--- config.mk ---
export PLATFORM = sky130hd
export DESIGN_NAME = exc_sequencer_flat
export DESIGN_NICKNAME = d
export VERILOG_FILES = /design/src/rtl/exc_sequencer_pkg.sv /design/src/rtl/exc_sequencer_if.sv /design/src/rtl/exc_sequencer_vector_gen.sv /design/src/rtl/exc_sequencer.sv /design/src/flat_wrapper.sv
export SDC_FILE = /design/constraint.sdc
export NUM_CORES = 1
export LEC_CHECK = 0
export ABC_AREA = 0
export CORE_MARGIN = 5
export CORE_UTILIZATION = 40
export DETAILED_ROUTE_END_ITERATION = 8
export GPL_ROUTABILITY_DRIVEN = 1
export PLACE_DENSITY = 0.85
export SLEW_MARGIN = 10
export SYNTH_ARGS = -nofsm -noshare
export SYNTH_HDL_FRONTEND = slang
export SYNTH_HIERARCHICAL = 1
export SYNTH_SLANG_ARGS = --single-unit
--- constraint.sdc ---
create_clock -name clk -period 7.6 [get_ports clk]
set_input_delay 1.52 -clock clk [delete_from_list [all_inputs] [get_ports clk]]
set_output_delay 1.52 -clock clk [all_outputs]
set_load 0.005 [all_outputs]
--- src/rtl/exc_sequencer_pkg.sv ---
// Shared exception definitions: ExcT_* type encoding, MIPS ExcCode values,
// vector offsets, Status/Cause bit positions and sequencer state encoding.
package exc_sequencer_pkg;

   localparam int unsigned EXC_TYPE_W = 5;

   // Prioritiser output encoding; ERET travels on the same type bus.
   typedef enum logic [EXC_TYPE_W-1:0] {
      EXCT_INTR = 5'd0,
      EXCT_ADEL = 5'd1,
      EXCT_ADES = 5'd2,
      EXCT_IBE  = 5'd3,
      EXCT_DBE  = 5'd4,
      EXCT_SYS  = 5'd5,
      EXCT_BP   = 5'd6,
      EXCT_RI   = 5'd7,
      EXCT_CPU  = 5'd8,
      EXCT_OV   = 5'd9,
      EXCT_TRAP = 5'd10,
      EXCT_TLBR = 5'd11,
      EXCT_TLBI = 5'd12,
      EXCT_TLBM = 5'd13,
      EXCT_ERET = 5'd14
   } exc_type_e;

   localparam logic [4:0] EXC_CODE_INT  = 5'd0;
   localparam logic [4:0] EXC_CODE_MOD  = 5'd1;
   localparam logic [4:0] EXC_CODE_TLBL = 5'd2;
   localparam logic [4:0] EXC_CODE_TLBS = 5'd3;
   localparam logic [4:0] EXC_CODE_ADEL = 5'd4;
   localparam logic [4:0] EXC_CODE_ADES = 5'd5;
   localparam logic [4:0] EXC_CODE_IBE  = 5'd6;
   localparam logic [4:0] EXC_CODE_DBE  = 5'd7;
   localparam logic [4:0] EXC_CODE_SYS  = 5'd8;
   localparam logic [4:0] EXC_CODE_BP   = 5'd9;
   localparam logic [4:0] EXC_CODE_RI   = 5'd10;
   localparam logic [4:0] EXC_CODE_CPU  = 5'd11;
   localparam logic [4:0] EXC_CODE_OV   = 5'd12;
   localparam logic [4:0] EXC_CODE_TR   = 5'd13;

   localparam logic [31:0] VEC_OFF_TLBR = 32'h0000_0000;
   localparam logic [31:0] VEC_OFF_GEN  = 32'h0000_0180;
   localparam logic [31:0] VEC_OFF_IV   = 32'h0000_0200;

   localparam int unsigned STATUS_IE  = 0;
   localparam int unsigned STATUS_EXL = 1;
   localparam int unsigned STATUS_ERL = 2;
   localparam int unsigned STATUS_BEV = 22;
   localparam int unsigned CAUSE_IV   = 23;

   typedef enum logic [1:0] {
      ST_IDLE,
      ST_DRAIN,
      ST_COMMIT,
      ST_REDIRECT
   } seq_state_e;

   function automatic logic is_badv_type(input logic [EXC_TYPE_W-1:0] t);
      return (t == EXCT_ADEL) || (t == EXCT_ADES) || (t == EXCT_TLBR) ||
             (t == EXCT_TLBI) || (t == EXCT_TLBM);
   endfunction

endpackage

--- src/rtl/exc_sequencer_if.sv ---
// Exception request from the prioritiser and CP0 update bundle.
// master = prioritiser/CP0 side, slave = exc_sequencer.
interface exc_sequencer_if;
   import exc_sequencer_pkg::*;

   logic                  exc_flag;
   logic [EXC_TYPE_W-1:0] exc_type;
   logic                  exc_save;
   logic [31:0]           exc_baddr;
   logic [31:0]           exc_pc;
   logic                  exc_bd;

   logic                  cp0_exc_we;
   logic [4:0]            cp0_exc_code;
   logic                  cp0_epc_we;
   logic [31:0]           cp0_epc;
   logic                  cp0_bd;
   logic                  cp0_badv_we;
   logic [31:0]           cp0_badv;
   logic                  cp0_exl_set;
   logic                  cp0_exl_clr;
   logic                  cp0_erl_clr;

   modport master (
      output exc_flag, exc_type, exc_save, exc_baddr, exc_pc, exc_bd,
      input  cp0_exc_we, cp0_exc_code, cp0_epc_we, cp0_epc, cp0_bd,
             cp0_badv_we, cp0_badv, cp0_exl_set, cp0_exl_clr, cp0_erl_clr
   );

   modport slave (
      input  exc_flag, exc_type, exc_save, exc_baddr, exc_pc, exc_bd,
      output cp0_exc_we, cp0_exc_code, cp0_epc_we, cp0_epc, cp0_bd,
             cp0_badv_we, cp0_badv, cp0_exl_set, cp0_exl_clr, cp0_erl_clr
   );

endinterface

--- src/rtl/exc_sequencer_vector_gen.sv ---
// exc_vector_gen: combinational map from captured exception context to
// MIPS ExcCode, BadVAddr-write request and handler address.
module exc_vector_gen
   import exc_sequencer_pkg::*;
#(
   parameter logic [31:0] RST_VEC_BEV = 32'hBFC0_0200,
   parameter logic [31:0] RST_VEC_NRM = 32'h8000_0000
) (
   input  logic [EXC_TYPE_W-1:0] exc_type,
   input  logic                  save,
   input  logic                  exl,
   input  logic                  bev,
   input  logic                  iv,
   output logic [4:0]            exc_code,
   output logic                  badv_req,
   output logic [31:0]           vec_addr
);

   logic [31:0] offset;

   always_comb begin
      exc_code = EXC_CODE_RI;
      case (exc_type)
         EXCT_INTR: exc_code = EXC_CODE_INT;
         EXCT_ADEL: exc_code = EXC_CODE_ADEL;
         EXCT_ADES: exc_code = EXC_CODE_ADES;
         EXCT_IBE:  exc_code = EXC_CODE_IBE;
         EXCT_DBE:  exc_code = EXC_CODE_DBE;
         EXCT_SYS:  exc_code = EXC_CODE_SYS;
         EXCT_BP:   exc_code = EXC_CODE_BP;
         EXCT_RI:   exc_code = EXC_CODE_RI;
         EXCT_CPU:  exc_code = EXC_CODE_CPU;
         EXCT_OV:   exc_code = EXC_CODE_OV;
         EXCT_TRAP: exc_code = EXC_CODE_TR;
         EXCT_TLBR,
         EXCT_TLBI: exc_code = save ? EXC_CODE_TLBS : EXC_CODE_TLBL;
         EXCT_TLBM: exc_code = EXC_CODE_MOD;
         default:   exc_code = EXC_CODE_RI;
      endcase
   end

   // Refill gets the dedicated vector only when not already at exception level.
   always_comb begin
      offset = VEC_OFF_GEN;
      if ((exc_type == EXCT_TLBR) && !exl)
         offset = VEC_OFF_TLBR;
      else if ((exc_type == EXCT_INTR) && iv && !exl)
         offset = VEC_OFF_IV;
   end

   assign badv_req = is_badv_type(exc_type);
   assign vec_addr = (bev ? RST_VEC_BEV : RST_VEC_NRM) + offset;

endmodule

--- src/rtl/exc_sequencer.sv ---
// Exception sequencer: flush on detect, drain buses, pulse CP0 updates, redirect.
// Optional macro EXC_SEQ_IV_EN enables the Cause.IV interrupt vector (offset 0x200).
module exc_sequencer
   import exc_sequencer_pkg::*;
#(
   parameter logic [31:0] RST_VEC_BEV = 32'hBFC0_0200,
   parameter logic [31:0] RST_VEC_NRM = 32'h8000_0000
) (
   input  logic                  clk,
   input  logic                  rst,
   exc_sequencer_if.slave        exc,
   input  logic                  ibus_busy,
   input  logic                  dbus_busy,
   input  logic [31:0]           cp0_Status,
   input  logic [31:0]           cp0_Cause,
   input  logic [31:0]           cp0_EPC,
   input  logic [31:0]           cp0_ErrorEPC,
   output logic                  seq_busy,
   output logic                  stall,
   output logic                  flush,
   output logic                  redir_en,
   output logic [31:0]           redir_pc
);

   seq_state_e            state_q, state_d;
   logic [EXC_TYPE_W-1:0] type_q;
   logic [31:0]           baddr_q, pc_q, redir_q;
   logic                  bd_q, save_q, exl_q, bev_q;
   logic                  iv_cap;
   logic                  capture, is_eret, live_erl;
   logic [4:0]            vec_code;
   logic                  vec_badv;
   logic [31:0]           vec_addr;
   logic                  unused_bits;

   assign capture  = (state_q == ST_IDLE) && exc.exc_flag;
   assign is_eret  = (type_q == EXCT_ERET);
   assign live_erl = cp0_Status[STATUS_ERL];

`ifdef EXC_SEQ_IV_EN
   logic iv_q;

   always_ff @(posedge clk or posedge rst) begin
      if (rst)
         iv_q <= 1'b0;
      else if (capture)
         iv_q <= cp0_Cause[CAUSE_IV];
   end

   assign iv_cap      = iv_q;
   assign unused_bits = ^{cp0_Status[31:23], cp0_Status[21:3], cp0_Status[0],
                          cp0_Cause[31:24], cp0_Cause[22:0]};
`else
   assign iv_cap      = 1'b0;
   assign unused_bits = ^{cp0_Status[31:23], cp0_Status[21:3], cp0_Status[0],
                          cp0_Cause};
`endif

   always_ff @(posedge clk or posedge rst) begin
      if (rst) begin
         state_q <= ST_IDLE;
         type_q  <= '0;
         baddr_q <= '0;
         pc_q    <= '0;
         bd_q    <= 1'b0;
         save_q  <= 1'b0;
         exl_q   <= 1'b0;
         bev_q   <= 1'b0;
         redir_q <= '0;
      end else begin
         state_q <= state_d;
         if (capture) begin
            type_q  <= exc.exc_type;
            baddr_q <= exc.exc_baddr;
            pc_q    <= exc.exc_pc;
            bd_q    <= exc.exc_bd;
            save_q  <= exc.exc_save;
            exl_q   <= cp0_Status[STATUS_EXL];
            bev_q   <= cp0_Status[STATUS_BEV];
         end
         // ERET target uses live ERL at commit time, matching the clear pulse.
         if (state_q == ST_COMMIT)
            redir_q <= is_eret ? (live_erl ? cp0_ErrorEPC : cp0_EPC) : vec_addr;
      end
   end

   exc_vector_gen #(
      .RST_VEC_BEV (RST_VEC_BEV),
      .RST_VEC_NRM (RST_VEC_NRM)
   ) u_vector_gen (
      .exc_type (type_q),
      .save     (save_q),
      .exl      (exl_q),
      .bev      (bev_q),
      .iv       (iv_cap),
      .exc_code (vec_code),
      .badv_req (vec_badv),
      .vec_addr (vec_addr)
   );

   always_comb begin
      state_d         = state_q;
      seq_busy        = (state_q != ST_IDLE);
      stall           = 1'b0;
      flush           = 1'b0;
      redir_en        = 1'b0;
      exc.cp0_exc_we  = 1'b0;
      exc.cp0_epc_we  = 1'b0;
      exc.cp0_badv_we = 1'b0;
      exc.cp0_exl_set = 1'b0;
      exc.cp0_exl_clr = 1'b0;
      exc.cp0_erl_clr = 1'b0;
      case (state_q)
         ST_IDLE: begin
            if (exc.exc_flag) begin
               flush   = 1'b1;
               state_d = ST_DRAIN;
            end
         end
         ST_DRAIN: begin
            stall = 1'b1;
            if (!ibus_busy && !dbus_busy)
               state_d = ST_COMMIT;
         end
         ST_COMMIT: begin
            stall   = 1'b1;
            state_d = ST_REDIRECT;
            if (is_eret) begin
               exc.cp0_erl_clr = live_erl;
               exc.cp0_exl_clr = !live_erl;
            end else begin
               exc.cp0_exc_we  = 1'b1;
               exc.cp0_epc_we  = !exl_q;
               exc.cp0_badv_we = vec_badv;
               exc.cp0_exl_set = 1'b1;
            end
         end
         ST_REDIRECT: begin
            flush    = 1'b1;
            redir_en = 1'b1;
            state_d  = ST_IDLE;
         end
         default: state_d = ST_IDLE;
      endcase
   end

   assign exc.cp0_exc_code = vec_code;
   assign exc.cp0_epc      = pc_q;
   assign exc.cp0_bd       = bd_q;
   assign exc.cp0_badv     = baddr_q;
   assign redir_pc         = redir_q;

endmodule

--- src/flat_wrapper.sv ---
// flat-port wrapper written by rule: the top's interface ports become plain ports
module exc_sequencer_flat import exc_sequencer_pkg::*;
#(
   parameter logic [31:0] RST_VEC_BEV = 32'hBFC0_0200,
   parameter logic [31:0] RST_VEC_NRM = 32'h8000_0000
)
  (clk, rst, ibus_busy, dbus_busy, cp0_Status, cp0_Cause, cp0_EPC, cp0_ErrorEPC, seq_busy, stall, flush, redir_en, redir_pc, exc_exc_flag, exc_exc_type, exc_exc_save, exc_exc_baddr, exc_exc_pc, exc_exc_bd, exc_cp0_exc_we, exc_cp0_exc_code, exc_cp0_epc_we, exc_cp0_epc, exc_cp0_bd, exc_cp0_badv_we, exc_cp0_badv, exc_cp0_exl_set, exc_cp0_exl_clr, exc_cp0_erl_clr);
  exc_sequencer_if exc_i ();
  input  logic clk;
  input  logic rst;
  input  logic ibus_busy;
  input  logic dbus_busy;
  input  logic [31:0] cp0_Status;
  input  logic [31:0] cp0_Cause;
  input  logic [31:0] cp0_EPC;
  input  logic [31:0] cp0_ErrorEPC;
  output logic seq_busy;
  output logic stall;
  output logic flush;
  output logic redir_en;
  output logic [31:0] redir_pc;
  input wire logic [$bits(exc_i.exc_flag)-1:0] exc_exc_flag;
  input wire logic [$bits(exc_i.exc_type)-1:0] exc_exc_type;
  input wire logic [$bits(exc_i.exc_save)-1:0] exc_exc_save;
  input wire logic [$bits(exc_i.exc_baddr)-1:0] exc_exc_baddr;
  input wire logic [$bits(exc_i.exc_pc)-1:0] exc_exc_pc;
  input wire logic [$bits(exc_i.exc_bd)-1:0] exc_exc_bd;
  output wire logic [$bits(exc_i.cp0_exc_we)-1:0] exc_cp0_exc_we;
  output wire logic [$bits(exc_i.cp0_exc_code)-1:0] exc_cp0_exc_code;
  output wire logic [$bits(exc_i.cp0_epc_we)-1:0] exc_cp0_epc_we;
  output wire logic [$bits(exc_i.cp0_epc)-1:0] exc_cp0_epc;
  output wire logic [$bits(exc_i.cp0_bd)-1:0] exc_cp0_bd;
  output wire logic [$bits(exc_i.cp0_badv_we)-1:0] exc_cp0_badv_we;
  output wire logic [$bits(exc_i.cp0_badv)-1:0] exc_cp0_badv;
  output wire logic [$bits(exc_i.cp0_exl_set)-1:0] exc_cp0_exl_set;
  output wire logic [$bits(exc_i.cp0_exl_clr)-1:0] exc_cp0_exl_clr;
  output wire logic [$bits(exc_i.cp0_erl_clr)-1:0] exc_cp0_erl_clr;
  assign exc_i.exc_flag = exc_exc_flag;
  assign exc_i.exc_type = exc_exc_type;
  assign exc_i.exc_save = exc_exc_save;
  assign exc_i.exc_baddr = exc_exc_baddr;
  assign exc_i.exc_pc = exc_exc_pc;
  assign exc_i.exc_bd = exc_exc_bd;
  assign exc_cp0_exc_we = exc_i.cp0_exc_we;
  assign exc_cp0_exc_code = exc_i.cp0_exc_code;
  assign exc_cp0_epc_we = exc_i.cp0_epc_we;
  assign exc_cp0_epc = exc_i.cp0_epc;
  assign exc_cp0_bd = exc_i.cp0_bd;
  assign exc_cp0_badv_we = exc_i.cp0_badv_we;
  assign exc_cp0_badv = exc_i.cp0_badv;
  assign exc_cp0_exl_set = exc_i.cp0_exl_set;
  assign exc_cp0_exl_clr = exc_i.cp0_exl_clr;
  assign exc_cp0_erl_clr = exc_i.cp0_erl_clr;
  exc_sequencer #(.RST_VEC_BEV(RST_VEC_BEV), .RST_VEC_NRM(RST_VEC_NRM)) u_core (.clk(clk), .rst(rst), .exc(exc_i), .ibus_busy(ibus_busy), .dbus_busy(dbus_busy), .cp0_Status(cp0_Status), .cp0_Cause(cp0_Cause), .cp0_EPC(cp0_EPC), .cp0_ErrorEPC(cp0_ErrorEPC), .seq_busy(seq_busy), .stall(stall), .flush(flush), .redir_en(redir_en), .redir_pc(redir_pc));
endmodule
## Word-level counts from Yosys, hierarchy flattened

Cells that the tools add are included.

- Mux-type cells: 23
- Equality and inequality tests: 18
- Add/subtract/negate cells: 1
- Reduce and logical (&&, ||, !) cells: 17

Operators with widths:

| cell | number |
|---|---|
| $mux 32 | 2 |
| $pmux 5 s12 | 1 |
| $eq 5x4->1 const B | 7 |
| $add 32x32->32 | 1 |
| $mux 30 | 1 |
| $eq 5x3->1 const B | 3 |
| $mux 1 | 14 |
| $eq 5x2->1 const B | 2 |
| $mux 9 | 1 |
| $pmux 2 s4 | 1 |
| $eq 5x1->1 const B | 1 |
| $logic_not 5->1 | 1 |
| $eq 2x2->1 const B | 2 |
| $logic_not 1->1 | 4 |
| $logic_or 1x1->1 | 4 |
| $mux 2 | 2 |
| $reduce_or 2->1 | 2 |
| $logic_and 1x1->1 | 3 |
| $eq 2x1->1 const B | 1 |
| $logic_not 2->1 | 1 |
| $ne 2x1->1 const B | 1 |
| $ne 2x2->1 const B | 1 |
| $pmux 1 s2 | 1 |
| $reduce_and 2->1 | 1 |
| $reduce_bool 2->1 | 1 |

- Bits of input ports: 204
- Register bits after elaboration: 107
- Output and inout bits: 112
- Logic and storage cells: 68

## Depth between registers and ports, before layout

Gate-level depths: netlist of run 1.

- Depth in word-level cells: 7
- Gate-level depth with buffers: 7
- Gate-level depth less buffers: 5

## Modules after synthesis

Netlist of run 1, hierarchy kept.

By module, submodules not included:

| module | times used | cells each | area an instance (µm²) | sequential area each (µm²) |
|---|---|---|---|---|
| exc_sequencer | 1 | 323 | 4819.6 | 2677.6 |
| exc_vector_gen | 1 | 67 | 489.2 | 0.0 |

## Least setup slack after synthesis of run 1

Ideal clock, no wire load.

- Path kind: in2out
- Start point: input cp0_Status[2]
- End point: output exc_cp0_erl_clr
- Setup slack: 4.027 ns
- Data required time: 6.080 ns
- Path buffers: 2
- Arrival: 2.053 ns
- Stages on the path: 3
- Cell sequence: buf_4 buf_2 and2_1

- Longest elaborated chain between the ends: 2

RTL lines:

| element | RTL line | source |
|---|---|---|
| from (decl) | flat_wrapper.sv:13 | `input logic [31:0] cp0_Status;` |
| $mux 1 | exc_sequencer.sv:128 | `if (is_eret) begin` |
| $mux 1 | exc_sequencer.sv:113 | `case (state_q)` |
| to (decl) | flat_wrapper.sv:37 | `output wire logic [$bits(exc_i.cp0_erl_clr)-1:0] exc_cp0_erl_clr;` |

Every way passes these cells.

## Worst setup path after layout of run 1

- Start point: input exc_exc_flag
- End point: output flush

- Longest elaborated chain between the ends: 2

RTL lines:

| element | RTL line | source |
|---|---|---|
| from (decl) | flat_wrapper.sv:22 | `input wire logic [$bits(exc_i.exc_flag)-1:0] exc_exc_flag;` |
| $mux 1 | exc_sequencer.sv:115 | `if (exc.exc_flag) begin` |
| $pmux 1 s2 | exc_sequencer.sv:113 |  |
| to (decl) | flat_wrapper.sv:19 | `output logic flush;` |

Every way passes these cells.

==> flow_summary.ini, run 1 <==
[worst_setup_path]
crit_fanout = 3
r2r_start = u_core/state_q[0]
end_kind = primary output
reg2reg_slack_ns = 5.55
cp_num_cells = 4
crit_family = buffers and inverters
r2r_end = u_core/exc.cp0_badv[23]
critPathBufInv = 2
critPathRequiredTime_ns = 6.08
arrival_ns = 2.75
start_kind = input pin
crit_path_max_incr_delay_ns = 0.54
reg2reg_depth = 4
cp_slowest_cell = clkdlybuf4s50_1
crit_type = in2out
critPathMostFrequentCell = clkdlybuf4s50_1
crit_chain = clkdlybuf4s50_1, a21oi_1, nor2_1, clkdlybuf4s50_1

[synth]
seq_area_frac_synth = 0.5044
async_flop_share = 1.000
yosysMostFrequentCell = dfrtp_1
synth.avg_cell_area_sq_um = 13.61
syn-cell-area_sq_mm = 0.005309
synth_cells = 390
synthFlopType = dfrtp_1
yosysTopAreaCellShare = 0.5044
synthTopCellsByArea = dfrtp_1 (50%), mux2i_1 (18%), mux2_2 (16%)
synth.distinct_cells = 34
yosysWarnings = 6
synth_seq_cells = 107
netlist_top_cells_count = dfrtp_1 (107), mux2i_1 (97), mux2_2 (75)
synth.largest_area_cell = dfrtp_1
synth_edf_count = 0

[min_path]
min_path_cells = 1
hold_start = u_core/exc.cp0_epc[17]
worstHoldEndpoint = u_core/exc.cp0_epc[17]
hp-class = reg2reg

[timing]
hold_viol_final = 0
totalNegativeSetupSlack_ns = 0
tightest_slew_ns = 0.9631
fin_crit_ns = 4.271
maxSlewViolCount = 0
rsz0062_at_grt = false
timing.slew.headroom = 0.3579
finalClockSkew_ns = 0.007181
maxClockFrequency_mhz = 234.1
worst_slack_ns = 3.329
hold_ws_ns = 0.5043
finalCritPeriodShare = 0.5620
setup_viol = 0

[cts]
clock_latency_ns = 0.34
cts-root-buf = clkbuf_16
cts_tree = yes
clkSinkCount = 107
ctsHoldBuffers = 0
clkSlewWorstSetupHoldPaths_ns = 0.07
cts_made_buffers = 9
clock_path_buffers = 2
cts_setup_buffers = 0
post_cts_resized = 0
cts-htree-levels = 3

[placement]
place_area_sq_mm = 0.007761
place_ws_ns = 3.326
place.gp.congestion = 0.8697
hpwl_mm = 10.44
port_buffers = 253

[die]
dieArea_sq_mm = 0.01568
dieWidth_um = 125.2
start_util = 0.4041
row_count = 42
die_h_um = 125.2
core-area_sq_mm = 0.01314
ios = 316

[route]
firstDrtPassIters = 4
wirelength_mm = 13.69
wl_per_cell_um = 17.03
drt-initial-drc-count = 106
vias = 3796
vias_per_cell = 4.721
post-route-drc-count = 0
drtAntennaViolNets = 0

[power_and_ir_drop]
ir_drop_uv = 205.0
powerDensity_mw_per_mm2 = 369.2
p_leak_nw = 3.364

[global_routing]
grt_overflow = 0
grt_pass1_vias = 4293
grt_pass1_wl_mm = 22.43
grt_usage = 0.1762
antenna_found_initial = 0
grt_max_degree = 74

[cells_and_area]
areaGrowthSynthToFinish_pct = 51.64
fillers = 1034
drive_above_1_share = 0.1640
layout.nets = 833
n_antenna_cell = 0
finish.instance_area_sq_mm = 0.008050

[run_status]
outcome = finished, final reports clean

[run]
cap_violations = 0
-- worst reg2reg max path, stage by stage (launching register included) --
cell and delay, ns:
dfrtp_1 0.38, inv_1 0.11, ha_1 0.26, nand2_4 0.67
mux2_2 0.51
-- through the flow --
stage,std cells,total power [mW],utilization
after floorplan,409,1.749,-
after global placement,788,2.487,0.5908
after detailed placement,788,2.551,0.5908
after CTS,804,3.022,0.6128
after global routing,804,3.181,0.6128
final,804,2.972,0.6128
-- flip-flops by register name, indices dropped and copies added, names as in the netlist --
signal	flops
u_core/redir_pc	32
u_core/exc.cp0_badv	32
u_core/type_q	5
u_core/exl_q	1
u_core/exc.cp0_epc	32
u_core/bev_q	1
u_core/save_q	1
u_core/exc.cp0_bd	1
u_core/state_q	2
-- worst max-delay path by stage --
stage / from / endpoint / slack [ns]
floorplan: rst / u_core/bev_q / 3.26
global placement: exc_exc_flag / flush / 3.31
detailed placement: exc_exc_flag / flush / 3.33
CTS: exc_exc_flag / flush / 3.33
global route: u_core/state_q[0] / exc_cp0_epc_we / 3.25
finish: exc_exc_flag / flush / 3.33
-- cells by family after synthesis --
kind of cell | Yosys count | synth area share
other cells | 3 | 0.002121
flops | 107 | 0.5044
buf+inv | 60 | 0.08202
simple gates | 24 | 0.02899
mux | 172 | 0.3420
compound gates | 17 | 0.02475
xor+xnor | 1 | 0.001650
fa+ha+maj | 6 | 0.01414
-- metal layers --
layer / routed length, um / global-route usage
met1: 5078 / 0.1909
met3: 1544 / 0.08273
met2: 6802 / 0.3031
met5: 0 / 0
met4: 267 / 0.06186
-- placed cells by master, fill, tap and decap left out, types with 3 or more instances in the layout --
cell type and n:
a21oi_1 5, buf_4 4, clkbuf_16 9, clkdlybuf4s50_1 252
clkinvlp_4 3, conb_1 22, dfrtp_1 107, ha_1 5
inv_1 5, mux2_2 75, mux2i_1 97, nor2_1 7
nor3_1 3, o21ai_0 4
-- layout make-up --
class	count	area, sq um	area share
inverter	6	25.02	0.003108
timing repair buffer	257	2557	0.3177
multi-input combinational	242	2281	0.2833
clock buffer	11	252.7	0.03140
clock inverter	5	36.28	0.004507
tap	176	220.2	0.02735
sequential	107	2678	0.3326
-- report_power, final --
part	total, mW	internal [mW]	switching (mW)
Combinational	1.45	0.953	0.496
Clock	0.449	0.241	0.208
Sequential	1.07	0.863	0.211
Total	2.97	2.06	0.915
(Power assumes the default switching activity.)
==> run 2, diff against run 1 <==
--- a/config.mk
+++ b/config.mk
@@ -7,10 +7,10 @@
 export LEC_CHECK = 0
 export ABC_AREA = 0
 export CORE_MARGIN = 5
-export CORE_UTILIZATION = 40
+export CORE_UTILIZATION = 34
 export DETAILED_ROUTE_END_ITERATION = 8
 export GPL_ROUTABILITY_DRIVEN = 1
-export PLACE_DENSITY = 0.85
+export PLACE_DENSITY = 0.77
 export SLEW_MARGIN = 10
 export SYNTH_ARGS = -nofsm -noshare
 export SYNTH_HDL_FRONTEND = slang
==> constraint.sdc (replaced) <==
create_clock -name clk -period 3.6 [get_ports clk]
set_input_delay 0.72 -clock clk [delete_from_list [all_inputs] [get_ports clk]]
set_output_delay 0.72 -clock clk [all_outputs]
set_load 0.005 [all_outputs]
==> run 2 against run 1 <==
  * Via count about the same
  * Final cell count increased by 4.4%
  * Clock skew increased by 0.00085 ns
  * First-iteration DRC count decreased by 32%
  * Critical endpoint is now exc_cp0_exc_code[2]
  * Register-to-register slack got worse by 4.1 ns
  * Worst hold slack improved by 0.00055 ns
  * Routed wire length increased by 3.8%
  * Sequential share of layout area decreased by 0.29 points
  * Global-route usage decreased by 1.9 points
  * Clock power increased by 110%
  * Largest power group unchanged
==> flow_summary.ini, run 2 (same netlist as run 1, synthesis figures left out) <==
[cells_and_area]
n_antenna_cell = 0
final_common_cell = clkdlybuf4s50_1
multiInputGateArea_sq_mm = 0.002281
finalCoreUtilization = 0.5323
areaGrowthSynthToFinish_pct = 52.98
instances_no_fill = 839
layout.nets = 834
seqCellArea_sq_mm = 0.002678
final_cell_mix = clkdlybuf4s50_1 (252), dfrtp_1 (107), mux2i_1 (97), mux2_2 (75), conb_1 (22)
fillers = 1321
drive_above_1_share = 0.1640

[worst_setup_path]
reg2reg_slack_ns = 1.42
reg2reg_depth = 5
crit_fanout = 12
critPathRequiredTime_ns = 2.88
arrival_ns = 2.31
crit_type = reg2out
r2r_end = u_core/redir_pc[27]
r2r_start = u_core/state_q[0]
end_kind = primary output
start_kind = flip-flop

[route]
vias_per_cell = 4.526
drt-initial-drc-count = 72
vias = 3797
drtAntennaViolNets = 0
post-route-drc-count = 0
firstDrtPassIters = 4
wl_per_cell_um = 16.94
wirelength_mm = 14.21

[global_routing]
grt_pass1_vias = 4299
grt_pass1_wl_mm = 22.34
grt_usage = 0.1568
grt_overflow = 0
antenna_found_initial = 0
grt_max_degree = 68

[timing]
setup_viol = 0
timing.slew.headroom = 0.6163
worst_slack_ns = 0.5715
fin_crit_ns = 3.028
maxClockFrequency_mhz = 330.2
totalNegativeSetupSlack_ns = 0
finalClockSkew_ns = 0.008029
hold_viol_final = 0
finalCritPeriodShare = 0.8412
maxSlewViolCount = 0
tightest_slew_ns = 0.5755
rsz0062_at_grt = false

[cts]
clock_latency_ns = 0.34
clkSinkCount = 107
cts_tree = yes
cts-htree-levels = 3
post_cts_resized = 0
clkSlewWorstSetupHoldPaths_ns = 0.07
cts_setup_buffers = 0
ctsHoldBuffers = 0
clock_path_buffers = 2
cts_made_buffers = 9
cts-root-buf = clkbuf_16

[min_path]
hold_start = u_core/exc.cp0_epc[15]
min_path_cells = 1
worstHoldEndpoint = u_core/exc.cp0_epc[15]
hp-class = reg2reg

[placement]
dp.cells = 824
place.gp.congestion = 0.7621
port_buffers = 253
place_ws_ns = 0.8612
hpwl_mm = 11.12

[power_and_ir_drop]
p_leak_nw = 3.382
switching_share = 0.3112
pwr-share-comb = 0.491
powerDensity_mw_per_mm2 = 776.1
p_int_mw = 4.342
ir_drop_uv = 470.7
finalPower_mw = 6.303
clockPowerShare = 0.150
p_sw_mw = 1.962
p_seq_frac = 0.359

[die]
dieWidth_um = 135.0
dieArea_sq_mm = 0.01821
start_util = 0.3479
die_h_um = 135.0
row_count = 45
core-area_sq_mm = 0.01526
ios = 316

[run_status]
outcome = finished, final reports clean

[run]
cap_violations = 0
## run 2: per-stage QoR
step / hold WS [ns] / cell area [sq um]
finish: 0.5048 / 8122
global route: 0.5219 / 8122
CTS: 0.5090 / 8122
detailed placement: 0.4917 / 7838
global placement: 0.4874 / 7838
floorplan: 0.4802 / 5380
## run 2: area by class of cell
class | instances | share of cell area
flip-flops and latches | 107 | 0.3297
repair buffers | 258 | 0.3189
multi-input cells | 242 | 0.2809
well taps | 211 | 0.03251
clock buffers | 10 | 0.02943
clock inverters | 5 | 0.005546
inverters | 6 | 0.003081
## run 2: how the worst max path moves through the flow
stage	from	endpoint	slack, ns
2_1_floorplan	rst	u_core/bev_q	0.06
3_3_place_gp	exc_exc_flag	flush	0.87
3_5_place_dp	exc_exc_flag	flush	0.86
4_1_cts	u_core/state_q[0]	exc_cp0_exl_clr	0.51
5_1_grt	u_core/type_q[2]	exc_cp0_badv_we	0.46
6_report	u_core/type_q[3]	exc_cp0_exc_code[2]	0.57
## run 2: routing by layer
metal	global-route usage	vias to the layer above	wire, um
met3	0.08085	12	1786
met4	0.05039	0	171
met5	0	-	0
met1	0.1611	1829	5100
met2	0.2768	164	7152
li1	-	1792	-
## run 2: power groups by stage
stage	clock network, mW	registers [mW]	logic (mW)
final	0.947	2.26	3.09
after global routing	1.05	2.36	3.35
after CTS	0.990	2.27	3.16
after detailed placement	0	2.29	3.14
after global placement	0	2.24	3.05
after floorplan	0	2.22	1.47
## run 2: critical path: stages (launching register included)
cell and delay, ns:
dfrtp_1 0.54, or2_1 0.32, a21o_1 0.22, a2111oi_4 0.30, clkdlybuf4s50_1 0.57
